===== src/rtl/alu_pkg.sv =====
// Shared definitions for the ALU core: op encodings, FSM states and flag bit positions.
package alu_pkg;

    typedef enum logic [2:0] {
        OP_ADD = 3'b000,
        OP_ADC = 3'b001,
        OP_SUB = 3'b010,
        OP_SBB = 3'b011,
        OP_AND = 3'b100,
        OP_OR  = 3'b101,
        OP_XOR = 3'b110,
        OP_NOT = 3'b111
    } op_e;

    typedef enum logic [1:0] {
        ST_IDLE   = 2'd0,
        ST_SETTLE = 2'd1,
        ST_EXEC   = 2'd2,
        ST_DONE   = 2'd3
    } state_e;

    localparam int FLAG_N = 3;
    localparam int FLAG_V = 2;
    localparam int FLAG_C = 1;
    localparam int FLAG_Z = 0;

endpackage


===== src/rtl/alu_adder.sv =====
// WIDTH-bit adder with carry-in, producing carry-out and signed overflow.
module alu_adder #(
    parameter int WIDTH = 8
) (
    input  logic [WIDTH-1:0] a,
    input  logic [WIDTH-1:0] b,
    input  logic             cin,
    output logic [WIDTH-1:0] sum,
    output logic             cout,
    output logic             ovf
);

    logic [WIDTH:0] full;

    always_comb begin
        full = {1'b0, a} + {1'b0, b} + {{WIDTH{1'b0}}, cin};
        sum  = full[WIDTH-1:0];
        cout = full[WIDTH];
        // Overflow: both operands share a sign that the sum does not.
        ovf  = (a[WIDTH-1] == b[WIDTH-1]) && (full[WIDTH-1] != a[WIDTH-1]);
    end

endmodule


===== src/rtl/alu_core.sv =====
// Multi-cycle ALU: accepts an op, waits one settle cycle for the upstream LHS, then registers result and flags.
module alu_core
    import alu_pkg::*;
#(
    parameter int WIDTH = 8
) (
    input  logic             alu_clk,
    input  logic             reset,
    input  logic             start,
    input  logic [2:0]       op,
    input  logic [WIDTH-1:0] lhs_in,
    input  logic             lhs_carry,
    input  logic [WIDTH-1:0] rhs_in,
    output logic             busy,
    output logic             done,
    output logic [WIDTH-1:0] result,
    output logic [3:0]       flags
);

    state_e           state_q, state_d;
    op_e              op_q, op_d;
    logic [WIDTH-1:0] rhs_q, rhs_d;
    logic [WIDTH-1:0] result_q, result_d;
    logic [3:0]       flags_q, flags_d;

    logic [WIDTH-1:0] add_b, add_sum, res_calc;
    logic             add_cin, add_cout, add_ovf;
    logic [3:0]       flags_calc;
    logic             accept;

    // Subtraction is lhs + ~rhs + carry-in, so C=1 means no borrow.
    always_comb begin
        add_b   = rhs_q;
        add_cin = 1'b0;
        case (op_q)
            OP_ADC: add_cin = lhs_carry;
            OP_SUB: begin add_b = ~rhs_q; add_cin = 1'b1;      end
            OP_SBB: begin add_b = ~rhs_q; add_cin = lhs_carry; end
            default: ;
        endcase
    end

    alu_adder #(.WIDTH(WIDTH)) u_adder (
        .a    (lhs_in),
        .b    (add_b),
        .cin  (add_cin),
        .sum  (add_sum),
        .cout (add_cout),
        .ovf  (add_ovf)
    );

    always_comb begin
        res_calc           = add_sum;
        flags_calc         = '0;
        flags_calc[FLAG_C] = add_cout;
        flags_calc[FLAG_V] = add_ovf;
        case (op_q)
            OP_AND: res_calc = lhs_in & rhs_q;
            OP_OR:  res_calc = lhs_in | rhs_q;
            OP_XOR: res_calc = lhs_in ^ rhs_q;
            OP_NOT: res_calc = ~lhs_in;
            default: ;
        endcase
        if (op_q[2]) begin
            flags_calc[FLAG_C] = 1'b0;
            flags_calc[FLAG_V] = 1'b0;
        end
        flags_calc[FLAG_N] = res_calc[WIDTH-1];
        flags_calc[FLAG_Z] = (res_calc == '0);
    end

    always_ff @(posedge alu_clk or posedge reset) begin
        if (reset) begin
            state_q  <= ST_IDLE;
            op_q     <= OP_ADD;
            rhs_q    <= '0;
            result_q <= '0;
            flags_q  <= '0;
        end else begin
            state_q  <= state_d;
            op_q     <= op_d;
            rhs_q    <= rhs_d;
            result_q <= result_d;
            flags_q  <= flags_d;
        end
    end

    assign accept = start && ((state_q == ST_IDLE) || (state_q == ST_DONE));

    always_comb begin
        state_d = state_q;
        case (state_q)
            ST_IDLE, ST_DONE: state_d = accept ? ST_SETTLE : ST_IDLE;
            ST_SETTLE:        state_d = ST_EXEC;
            ST_EXEC:          state_d = ST_DONE;
            default:          state_d = ST_IDLE;
        endcase
    end

    // Operand latches move only on accept; result/flags only on the EXEC edge.
    always_comb begin
        op_d     = op_q;
        rhs_d    = rhs_q;
        result_d = result_q;
        flags_d  = flags_q;
        if (accept) begin
            op_d  = op_e'(op);
            rhs_d = rhs_in;
        end
        if (state_q == ST_EXEC) begin
            result_d = res_calc;
            flags_d  = flags_calc;
        end
    end

    always_comb begin
        busy   = (state_q == ST_SETTLE) || (state_q == ST_EXEC);
        done   = (state_q == ST_DONE);
        result = result_q;
        flags  = flags_q;
    end

endmodule


===== config.mk =====
export PLATFORM = sky130hd
export DESIGN_NAME = alu_core
export DESIGN_NICKNAME = d
export VERILOG_FILES = /design/src/rtl/alu_pkg.sv /design/src/rtl/alu_adder.sv /design/src/rtl/alu_core.sv
export SDC_FILE = /design/constraint.sdc
export NUM_CORES = 1
export LEC_CHECK = 0
export ABC_AREA = 1
export CORE_UTILIZATION = 45
export DETAILED_ROUTE_END_ITERATION = 7
export DONT_BUFFER_PORTS = 1
export GPL_TIMING_DRIVEN = 1
export SLEW_MARGIN = 40
export SYNTH_ARGS = -nofsm -noshare
export SYNTH_HDL_FRONTEND = slang
export SYNTH_SLANG_ARGS = --single-unit
export TNS_END_PERCENT = 5

===== constraint.sdc =====
create_clock -name alu_clk -period 3.05 [get_ports alu_clk]
set_input_delay 0.915 -clock alu_clk [delete_from_list [all_inputs] [get_ports alu_clk]]
set_output_delay 0.915 -clock alu_clk [all_outputs]
set_load 0.02 [all_outputs]

==> impl_results.rst <==
.. list-table::
   :header-rows: 1

   * - Metric
     - Value
   * - Status
     - completed
   * - Number of cells on the critical path
     - 13
   * - Most instantiated library cell after synthesis
     - nand2_1
   * - Port Buf Inserts
     - 0
   * - Worst voltage drop across the vdd grid
     - 0.735 mV
   * - CP Cell Sequence
     - buf_4, nand2_2, xor2_1, fa_1, inv_1, fa_1, nand2_1, inv_1, nor3_2, nand3_1, nor2_1, nand3_1, nand2_1
   * - Final critical-path share of the clock period
     - 85.3%
   * - Biggest area consumer among synthesized cells
     - dfrtp_1
   * - Height of the die
     - 69.9 um
   * - Sum of buffers and inverters on the critical path
     - 3
   * - Total routed wirelength
     - approximately 4.7 mm
   * - Worst Path Max Fanout
     - 8
   * - TritonCTS buffer count
     - 3
   * - Top cell family by delay on the critical path
     - adder cells
   * - Post-route setup TNS
     - 0 ns
   * - Placed cell count
     - approximately 320
   * - Worst min-delay path class
     - in2async
   * - Endpoint type of the worst setup path
     - flip-flop
   * - Io pins
     - 37
   * - Cell leakage power
     - 0.00115 uW
   * - Total congestion overflow
     - 0
   * - Setup fix buffers added after clock tree synthesis
     - 0
   * - CP startpoint
     - op_q[1]$_DFFE_PP0P_
   * - Clock Pin Slew Worst Setup and Hold Paths
     - 0.09 ns
   * - Core Area
     - 4380 um2
   * - Master cell of the clock root buffer
     - clkbuf_8
   * - Vias per cell
     - 5.26
   * - Average detailed-routed wire length per instance
     - 14.5 um
   * - Final critical delay including setup and external delays
     - 2.60 ns
   * - Internal cell power
     - roughly 1300 uW
   * - Worst clock skew
     - 0.00969 ns
   * - First DRT Iteration DRCs
     - 77
   * - DP HPWL
     - about 3.7 mm
   * - Category of the critical setup timing path
     - reg2reg
   * - Power dissipated by switching net loads
     - roughly 1500 uW
   * - Power density over the cells
     - ~1300 nW/um2
   * - Drc violations
     - 0
   * - Minimum setup slack among reg-to-reg paths
     - 0.45 ns
   * - Main flop type after synthesis
     - dfrtp_1
   * - Number of detailed-route iterations in the first pass
     - 4
   * - Top cells by count, synth
     - nand2_1, inv_1, nor2_1
   * - H-tree Lvls
     - 1
   * - Required arrival time at the worst endpoint
     - 3.27 ns
   * - First-pass GRT wire length
     - 7.74 mm
   * - Die width
     - 69.9 um
   * - Starting density of the core
     - between 40% and 50%
   * - Number of instances in the synthesized netlist
     - 278
   * - Worst reg2reg endpoint
     - flags[0]$_DFFE_PP0P_
   * - Crit-path slowest cell
     - fa_1
   * - Number of hold violations in the final report
     - 0
   * - Flip-flop and latch count after synthesis
     - 24
   * - Total via count after detailed routing
     - 1726
   * - Die Area
     - slightly below 5000 um2
   * - Worst Setup Start Kind
     - flip-flop
   * - Row count
     - 24
   * - Slew margin rel.
     - 49.8%
   * - Crit path largest cell delay
     - 0.42 ns
   * - Hold-fix buffer count after cts
     - 0
   * - Sequential cell fraction of total power
     - 23.8%
   * - Synthesized area per cell
     - between 7 and 8 um2
   * - Net Sw Frac
     - 53.7%
   * - Register-to-Register Path Depth
     - 13
   * - Highest clock frequency the design can meet
     - 385 MHz
   * - TritonCTS Sinks
     - 24
   * - Final-report max-slew violation count
     - 0
   * - FF-to-FF Start
     - op_q[1]$_DFFE_PP0P_
   * - Most area-consuming cells after synthesis
     - dfrtp_1, ha_1, nand2_1, inv_1, nor2_1
   * - Synthesis warning total
     - 0
   * - Residual antenna-violating net count after detailed routing
     - 0
   * - Portion of synthesized cell area occupied by the leading cell type
     - 29.0%
   * - Number of distinct library cell variants in the gate-level netlist after synthesis
     - 30
   * - EDFF count, synth
     - 0
   * - Net total in the final layout
     - 327
   * - Antenna Diode Count
     - 0
   * - Pin count of the biggest net entering global routing
     - 25
   * - Share of synthesized area occupied by flip-flops and latches
     - 29.0%
   * - Fraction of layout instances using a drive strength above 1
     - 7.61%
   * - Post-cts sizing count
     - 0
   * - Transition time of the tightest slew-check pin
     - 0.752 ns
   * - Final Non-Filler Cells
     - 328
   * - Skew-Pair Late Insertion Delay
     - between 0.2 and 0.3 ns
   * - Endpoints failing setup
     - 0
   * - Clock power frac
     - 10.4%
   * - Post-Syn Nets
     - 328
   * - Part of the total power dissipated in combinational logic
     - 65.8%
   * - Post-synthesis instance area
     - roughly 2100 um2
   * - FILL cells
     - 448
   * - GRT Overall Usage
     - 20.5%
   * - Via count of the first global-routing pass
     - 1596
   * - CTS max path bufs
     - 2
   * - Max Cap Violations
     - 0
   * - Number of antenna violations at the first check in global routing
     - 0
   * - Worst path arrival time
     - 2.82 ns
   * - Routability cong.
     - 0.845
   * - TritonCTS clock tree
     - yes
   * - Layout overhead on the synthesized area
     - 3.80%
   * - Proportion of synthesized flip-flops having asynchronous set or reset
     - between 90% and 100%
   * - Unrepaired setup endpoints after global routing
     - false
-- state kept, by name, summed over array words and instances, names as in the netlist --
| name | flops |
|---|---|
| flags | 3 |
| op_q | 3 |
| result | 8 |
| rhs_q | 8 |
| state_q | 2 |
-- area by class of cell --
type                       instances  area (um2)  area share (%)
timing repair buffer               4        30.0            1.40
multi-input combinational        202        1220            56.8
sequential                        24         601            27.9
inverter                          42         163            7.56
clock buffer                       3        41.3            1.92
tap                               52        65.1            3.03
clock inverter                     1        30.0            1.40
-- metal layers --
layer  vias to the layer above  wire (um)  track usage, %
li1                        892          -               -
met5                         -          0               0
met4                         0         56            4.44
met1                       791       2160            27.3
met3                         6        215            4.18
met2                        37       2320            34.3
-- cell usage in the layout (no fill, tap or decap) --
cell type,netlist,final
ha_1,25,25
inv_2,0,1
nand4_1,11,11
nand3_1,21,21
a31oi_1,3,3
nand3b_1,1,1
or2_0,1,1
a21oi_2,1,1
o31ai_1,1,1
nor3_4,1,1
buf_4,3,4
nor2_2,1,1
fa_1,2,2
o21ai_1,4,4
a21oi_1,15,15
or2_2,1,1
nand3_2,1,1
nor2_4,1,1
nand2_2,1,1
nand3_4,1,1
o21ai_0,9,9
inv_4,2,2
nor3_2,2,2
nor2_1,31,31
clkbuf_8,0,3
inv_1,40,39
nand2_1,60,60
xor2_1,8,8
bufinv_16,0,1
dfrtp_1,24,24
-- worst max-delay path by stage --
| stage | to | slack (ns) |
|---|---|---|
| after floorplan | flags[0]$_DFFE_PP0P_ | 0.35 |
| after global placement | flags[0]$_DFFE_PP0P_ | 0.26 |
| after detailed placement | flags[0]$_DFFE_PP0P_ | 0.23 |
| after CTS | flags[0]$_DFFE_PP0P_ | 0.43 |
| after global routing | flags[0]$_DFFE_PP0P_ | 0.25 |
| final | flags[0]$_DFFE_PP0P_ | 0.45 |
-- through the flow --
| stage | total power (uW) | setup slack, ns | utilization [%] | hold WS, ns | cell area (um2) |
|---|---|---|---|---|---|
| after floorplan | 2130 | 0.350 | - | 0.535 | 2070 |
| after global placement | 2440 | 0.259 | 47.4 | 0.557 | 2080 |
| after detailed placement | 2470 | 0.234 | 47.4 | 0.572 | 2080 |
| after CTS | 2760 | 0.434 | 49.1 | 0.560 | 2150 |
| after global routing | 3030 | 0.249 | 49.1 | 0.579 | 2150 |
| final | 2740 | 0.450 | 49.1 | 0.551 | 2150 |
-- logic make-up (layout without fill, tap and decap cells) --
kind of cell             after synthesis  after routing  share of synthesized area (%)
AND/OR/NAND/NOR                      134            134                           30.1
buffers and inverters                 52             50                           12.1
AO/OA/AOI/OAI                         33             33                           8.45
adder cells (fa/ha/maj)               27             27                           17.0
flip-flops                            24             24                           29.0
XOR/XNOR                               8              8                           3.38
-- power by group through the flow --
stage | logic (uW) | registers (uW) | clock network, uW
floorplan | 1510 | 624 | 0
global placement | 1780 | 657 | 0
detailed placement | 1810 | 660 | 0
CTS | 1810 | 654 | 294
global route | 2060 | 672 | 302
finish | 1800 | 652 | 284
No activity file was read; power rests on OpenSTA's default activity.
